===== config.mk =====
export PLATFORM = sky130hd
export DESIGN_NAME = restoring_product_divider
export DESIGN_NICKNAME = d
export VERILOG_FILES = /design/src/rtl/mult_div_pkg.sv /design/src/rtl/restoring_product_divider_div_step.sv /design/src/rtl/restoring_product_divider.sv
export SDC_FILE = /design/constraint.sdc
export NUM_CORES = 1
export LEC_CHECK = 0
export CAP_MARGIN = 20
export CORE_MARGIN = 2
export CORE_UTILIZATION = 56
export CTS_CLUSTER_DIAMETER = 40
export DETAILED_ROUTE_END_ITERATION = 10
export PLACE_DENSITY = 0.86
export SLEW_MARGIN = 10
export SYNTH_ARGS = -nofsm -noshare
export SYNTH_HDL_FRONTEND = slang
export SYNTH_SLANG_ARGS = --single-unit

===== constraint.sdc =====
create_clock -name clk -period 4.4 [get_ports clk]
set_input_delay 0.88 -clock clk [delete_from_list [all_inputs] [get_ports clk]]
set_output_delay 0.88 -clock clk [all_outputs]
set_load 0.02 [all_outputs]

===== src/rtl/mult_div_pkg.sv =====
// Shared widths, state encoding and counter sizing for the product divider.
package mult_div_pkg;

  localparam int DIVIDEND_W = 6;
  localparam int DIVISOR_W  = 3;
  localparam int CNT_W      = $clog2(DIVIDEND_W);

  typedef enum logic [1:0] {
    IDLE = 2'd0,
    RUN  = 2'd1,
    DONE = 2'd2
  } state_t;

endpackage


===== src/rtl/restoring_product_divider_div_step.sv =====
// One combinational restoring-division step: shift in a dividend bit, subtract if it fits.
module div_step
  import mult_div_pkg::*;
#(
  parameter int DIVISOR_W = mult_div_pkg::DIVISOR_W
) (
  input  logic [DIVISOR_W:0]   p,
  input  logic                 dbit,
  input  logic [DIVISOR_W-1:0] divisor,
  output logic [DIVISOR_W:0]   p_next,
  output logic                 qbit
);

  logic [DIVISOR_W+1:0] shifted;
  logic [DIVISOR_W:0]   diff;

  // p < divisor on entry, so a successful subtraction always fits in DIVISOR_W+1 bits
  always_comb begin
    shifted = {p, dbit};
    diff    = shifted[DIVISOR_W:0] - {1'b0, divisor};
    qbit    = (shifted >= {2'b00, divisor});
    p_next  = qbit ? diff : shifted[DIVISOR_W:0];
  end

endmodule


===== src/rtl/restoring_product_divider.sv =====
// Sequential restoring divider recovering an operand from a multiplier product.
// Optional reconstruction check enabled by defining DIV_SELFCHECK_EN.
//
// state | meaning
// IDLE  | ready for a new operation
// RUN   | one restoring step per clock, dividend MSB first
// DONE  | result presented until out_ready
module restoring_product_divider
  import mult_div_pkg::*;
#(
  parameter int DIVIDEND_W = mult_div_pkg::DIVIDEND_W,
  parameter int DIVISOR_W  = mult_div_pkg::DIVISOR_W
) (
  input  logic                  clk,
  input  logic                  rst_n,
  input  logic                  in_valid,
  output logic                  in_ready,
  input  logic [DIVIDEND_W-1:0] dividend,
  input  logic [DIVISOR_W-1:0]  divisor,
  output logic                  out_valid,
  input  logic                  out_ready,
  output logic [DIVIDEND_W-1:0] quotient,
  output logic [DIVISOR_W-1:0]  remainder,
  output logic                  div_by_zero,
  output logic                  chk_err
);

  localparam int CNT_BITS = $clog2(DIVIDEND_W);

  state_t                state, state_nxt;
  logic [CNT_BITS-1:0]   cnt;
  logic [DIVIDEND_W-1:0] dvd;
  logic [DIVISOR_W-1:0]  dvs;
  logic [DIVISOR_W:0]    p, p_next;
  logic [DIVIDEND_W-2:0] q;
  logic [DIVIDEND_W-1:0] q_full;
  logic                  qbit;
  logic                  dbz_wait;
  logic                  chk_nxt;

  div_step #(.DIVISOR_W(DIVISOR_W)) u_step (
    .p       (p),
    .dbit    (dvd[cnt]),
    .divisor (dvs),
    .p_next  (p_next),
    .qbit    (qbit)
  );

  assign q_full = {q, qbit};

`ifdef DIV_SELFCHECK_EN
  localparam int PW = DIVIDEND_W + DIVISOR_W;
  logic [PW-1:0] recon;
  logic          chk_r;

  always_comb begin
    recon   = PW'(q_full) * PW'(dvs) + PW'(p_next[DIVISOR_W-1:0]);
    chk_nxt = (recon != PW'(dvd));
  end

  always_ff @(posedge clk) begin
    if (!rst_n) begin
      chk_r <= 1'b0;
    end else if (state == IDLE && in_valid) begin
      chk_r <= 1'b0;
    end else if (state == RUN && cnt == '0) begin
      chk_r <= chk_nxt;
    end
  end

  assign chk_err = chk_r;
`else
  assign chk_nxt = 1'b0;
  assign chk_err = chk_nxt;
`endif

  always_comb begin
    state_nxt = state;
    case (state)
      IDLE: if (in_valid) state_nxt = (divisor == '0) ? DONE : RUN;
      RUN:  if (cnt == '0) state_nxt = DONE;
      DONE: if (out_ready && !dbz_wait) state_nxt = IDLE;
      default: state_nxt = IDLE;
    endcase
  end

  // a zero divisor skips RUN but still waits one clock so its result lands at T+1
  assign in_ready  = (state == IDLE);
  assign out_valid = (state == DONE) && !dbz_wait;

  always_ff @(posedge clk) begin
    if (!rst_n) begin
      state       <= IDLE;
      cnt         <= '0;
      dvd         <= '0;
      dvs         <= '0;
      p           <= '0;
      q           <= '0;
      dbz_wait    <= 1'b0;
      quotient    <= '0;
      remainder   <= '0;
      div_by_zero <= 1'b0;
    end else begin
      state <= state_nxt;
      case (state)
        IDLE: begin
          if (in_valid) begin
            dvd <= dividend;
            dvs <= divisor;
            p   <= '0;
            q   <= '0;
            cnt <= CNT_BITS'(DIVIDEND_W - 1);
            if (divisor == '0) begin
              quotient    <= '1;
              remainder   <= '0;
              div_by_zero <= 1'b1;
              dbz_wait    <= 1'b1;
            end
          end
        end
        RUN: begin
          p   <= p_next;
          q   <= q_full[DIVIDEND_W-2:0];
          cnt <= cnt - 1'b1;
          if (cnt == '0) begin
            quotient    <= q_full;
            remainder   <= p_next[DIVISOR_W-1:0];
            div_by_zero <= 1'b0;
          end
        end
        DONE: dbz_wait <= 1'b0;
        default: ;
      endcase
    end
  end

endmodule


Word level (Yosys, flattened, before mapping). Cells that the tools add are included. W data, S select, Z words.

Register bits: 34. Bits of input ports: 13. Output and inout port bits: 13. Logic and storage cells: 60.

Add/sub/neg operators: 2. Order comparisons: 2. Equality and inequality tests: 6. Multiplexer cells: 27. Reduce and logical (&&, ||, !) cells: 13.

Operator list (number): $mux W6 (3); $mux W3 (4); $pmux W3 S2 (2); $pmux W6 S2 (1); $pmux W5 S2 (1); $mux W2 (4); $mux W4 (2); $pmux W4 S2 (1); $logic_not A3 Y1 (2); $ne A2 B2 Y1 const B (3); $pmux W2 S3 (1); $reduce_and A3 Y1 (2); $ge A5 B3 Y1 (1); $mux W5 (1); $lt A3 B4 Y1 const B (1); $mux W1 (4); $pmux W1 S2 (2); $reduce_and A2 Y1 (2); $reduce_and A4 Y1 (1); $reduce_bool A2 Y1 (2); $sub A4 B3 Y4 (1); $bmux W1 S3 (1); $sub A3 B1 Y3 const B (1); $eq A2 B1 Y1 const B (1); other kinds (5) (6).

Longest topological paths before layout.
Depth in word-level cells: 6. Mapped depth: 8.

Modules after synthesis. A second synthesis with hierarchy kept.

Cell total of the unflattened synthesis: 164. Area total of the unflattened synthesis: 1529.0 sq um.

Modules (own cells, without submodules): restoring_product_divider (times used 1, cells each 144, area each 1351.3 sq um); div_step (times used 1, cells each 20, area each 177.7 sq um).

Worst setup path before layout. Ideal clock, no wire load.

Kind: reg2reg. Start point: register cnt[0]. End point: register remainder[0]. Setup time: 74 ps. Arrival: 2085 ps. Path slack: 2240 ps. Stages on the path, launching flop included: 8. Buffers on the path: 0. Path through: dfxtp_1 > mux4_2 > a22oi_2 > ha_1 > a31oi_1 > nand4_2 > mux2_4 > o22ai_2.

Cells in the longest elaborated chain, start to end: 6.

RTL lines: start, declared (RTL line restoring_product_divider.sv:31) `logic [CNT_BITS-1:0] cnt;`; start signal, assigned (RTL line restoring_product_divider.sv:112) `cnt <= CNT_BITS'(DIVIDEND_W - 1);`; start signal, assigned (RTL line restoring_product_divider.sv:124) `cnt <= cnt - 1'b1;`; $bmux W1 S3 (RTL line restoring_product_divider.sv:43) `.dbit (dvd[cnt]),`; $mux W1 (implied by the code) (RTL line restoring_product_divider.sv:43); $sub A4 B3 Y4 / $ge A5 B3 Y1 (equally long branches) (RTL line restoring_product_divider_div_step.sv:20, restoring_product_divider_div_step.sv:21); $mux W4 (RTL line restoring_product_divider_div_step.sv:22) `p_next = qbit ? diff : shifted[DIVISOR_W:0];`; $mux W3 (RTL line restoring_product_divider.sv:125) `if (cnt == '0) begin`; $pmux W3 S2 (RTL line restoring_product_divider.sv:105) `case (state)`; end signal, assigned (RTL line restoring_product_divider.sv:127) `remainder <= p_next[DIVISOR_W-1:0];`; end, declared (RTL line restoring_product_divider.sv:23) `output logic [DIVISOR_W-1:0] remainder,`.

Several ways; a longest one is shown, not always the timed one. The select of a mux whose other input is x is not followed. A chain may end at the register's enable or synchronous reset.

Worst setup path after layout.
Start point: register state[1]. End point: output port out_valid.

Cells in the longest elaborated chain, start to end: 2.

RTL lines: start, declared (RTL line restoring_product_divider.sv:30) `state_t state, state_nxt;`; start signal, assigned (RTL line restoring_product_divider.sv:104) `state <= state_nxt;`; $eq A2 B2 Y1 (RTL line restoring_product_divider.sv:89) `assign out_valid = (state == DONE) && !dbz_wait;`; $logic_and A1 B1 Y1 (RTL line restoring_product_divider.sv:89); end, declared (RTL line restoring_product_divider.sv:20) `output logic out_valid,`.

Every way passes these cells.

==> results.toml <==
[setup_path]
path_class = "reg2out"
crit_arrival_ps = 1680
cp-start-kind = "register"
r2r_slack_ps = 1980
required_ps = 3520
path_max_fanout = 8
rr_worst_depth = 7
end_kind = "primary output"

[yosys]
syn-cell-area_um2 = 1610
yosysSeqAreaShare_pct = 42.2
synth_cells = 182
synthFlopType = "dfxtp_1"
synthArstFlopShare_pct = 0
synth_nets = 201
synth_top_cell_by_area = "dfxtp_1"
netlist_top_cells_area = "dfxtp_1 42%, nand2_1 7.9%, a21boi_0 5.1%"
synth_edf_count = 0
syn_area_per_cell_um2 = 8.87
ys_seq_elements = 34
ys_warn_count = 0
synth.distinct_cells = 43
synth.top_cell.area_share_pct = 42.2

[grt]
grt_max_degree = 37
gr-usage-all-layers_pct = 23.2
grt_pass1_vias = 1331
overflow = 0
antenna_found_initial = 0
grt_pass1_wl_um = 5790

[clocking]
clk_pin_slew_ps = 100
worst_skew_pair.late_latency_ps = 340
cts_hold_buf = 0
cts_sinks = 34
tritoncts = "built"
cts_made_buffers = 5
cts_max_level = 2
cts-root-buf = "clkbuf_4"
post_cts_buffers = 0
cts-resized-gates = 0
cts_buffer_depth = 2

[timing]
final-hold-violation-count = 0
worstMarginPinSlew_ps = 889
fin_tns_setup_ps = 0
rsz0062_at_grt = "no"
setup_violations = 0
max_slew_margin_pct = 40.6
fmax_mhz = 391
fin_crit_ps = 2560
finalMaxSlewViolations = 0
hold_ws_ps = 471
fin_crit_sh_pct = 58.2
finalClockSkew_ps = 10.2

[route]
wirelength_um = 3310
ant_nets = 0
dr.pass1.iters = 4
route.detailed.drc = 0
viasPerCell = 5.60
wl_per_cell_um = 14.0
num_vias = 1328
drt_iter0_markers = 63

[power_and_ir_drop]
power_uw = 722
vdd_drop_max_mv = 0.342
p_leak_nw = 0.806
power.density_nw_per_um2 = 375

[floorplanning]
core-area_um2 = 2760
die_w_um = 57.7
start_util_pct = 58.5
die_y_um = 57.7
pin_count = 26
row_count = 19
die_area_um2 = 3330

[run_status]
status = "finished, final reports clean"

[placed_design]
portBuffers = 24
place.gp.congestion = 0.919
hpwl_um = 2370

[min_path]
min_path_type = "reg2reg"
holdPathStages = 2

[cells_and_area]
syn2layout_area_growth_pct = 19.3
num-nets-final = 224
drive_gt1_share_pct = 9.22
register_area_um2 = 681
fillCellCount = 224
antenna_cells = 0
multi_input_area_um2 = 846

[run]
cap_violations = 0
[placed cells by master, fill, tap and decap left out, types with 2 or more instances in the layout]
cell / instances
a21boi_0: 11
a21oi_1: 3
a22oi_1: 5
a31oi_1: 2
and2_1: 2
clkbuf_4: 5
clkdlybuf4s50_1: 24
dfxtp_1: 34
ha_1: 5
inv_1: 9
mux2i_1: 2
nand2_1: 34
nand2b_1: 3
nand3_1: 5
nand3b_1: 2
nor2_1: 12
nor2b_1: 8
o211a_1: 5
o21ai_0: 5
o22ai_1: 4
[registers in the layout, indices dropped and copies added, names as in the netlist]
| name | count |
|---|---|
| dbz_wait | 1 |
| cnt | 3 |
| p | 4 |
| dvd | 6 |
| div_by_zero | 1 |
| q | 5 |
| remainder | 3 |
| state | 2 |
| quotient | 6 |
| dvs | 3 |
[synthesized netlist by cell type, drive strengths merged, types with 3 or more instances]
| cell type | count |
|---|---|
| nand2b | 3 |
| a21boi | 11 |
| nand2 | 34 |
| buf | 6 |
| clkbuf | 4 |
| o22ai | 5 |
| ha | 5 |
| o21ai | 6 |
| a22oi | 6 |
| a21oi | 3 |
| nand3 | 5 |
| nor2b | 8 |
| nor2 | 12 |
| dfxtp | 34 |
| o211a | 5 |
| inv | 9 |
[metal layers]
metal	track usage [%]	part of all wire, %
met1	27.4	44
met2	38.3	50
met3	7.14	4.6
met4	11.3	1.7
met5	0	0
[cells by family (layout without fill, tap and decap cells)]
kind of cell    count (synthesis)  after routing  share of synthesized area [%]
simple gates                   72             72                           21.2
compound gates                 43             43                           20.5
flops                          34             34                           42.2
buf+inv                        19             43                           5.43
fa+ha+maj                       6              6                           5.12
mux                             5              5                           4.26
xor+xnor                        2              2                           1.09
other cells                     1              1                          0.232
[worst max-delay path, cell delays in order, from the launching register on]
cell and delay (ps):
dfxtp_1 480, nand2b_1 130, nor2_1 110, clkdlybuf4s50_1 610
[stage by stage]
step | cell area (µm²) | std cells | utilization, % | setup slack [ps]
after floorplan | 1610 | 182 | - | 2240
after global placement | 1850 | 228 | 67.0 | 1810
after detailed placement | 1850 | 228 | 67.0 | 1670
after CTS | 1910 | 236 | 69.3 | 1820
after global routing | 1930 | 237 | 69.8 | 1740
final | 1930 | 237 | 69.8 | 1840
[worst paths after layout]
check / start / to
worst min register to register: dvd[4] / dvd[4]
worst max register to register: cnt[0] / p[0]
worst min-delay path: dvd[4] / dvd[4]
worst max-delay path: state[1] / out_valid
[power breakdown]
| group | internal [mW] | switching, mW | leakage [nW] |
|---|---|---|---|
| Sequential | 0.332 | 0.0191 | 0.278 |
| Clock | 0.0767 | 0.107 | 0.0343 |
| Combinational | 0.0863 | 0.101 | 0.494 |
[layout make-up]
type / count / share of cell area (%)
multi-input combinational: 129 / 43.9
timing repair buffer: 26 / 13.6
clock buffer: 6 / 2.66
sequential: 34 / 35.3
inverter: 9 / 1.75
clock inverter: 2 / 0.650
tap: 31 / 2.01
Power figures use the tool's default switching activity.
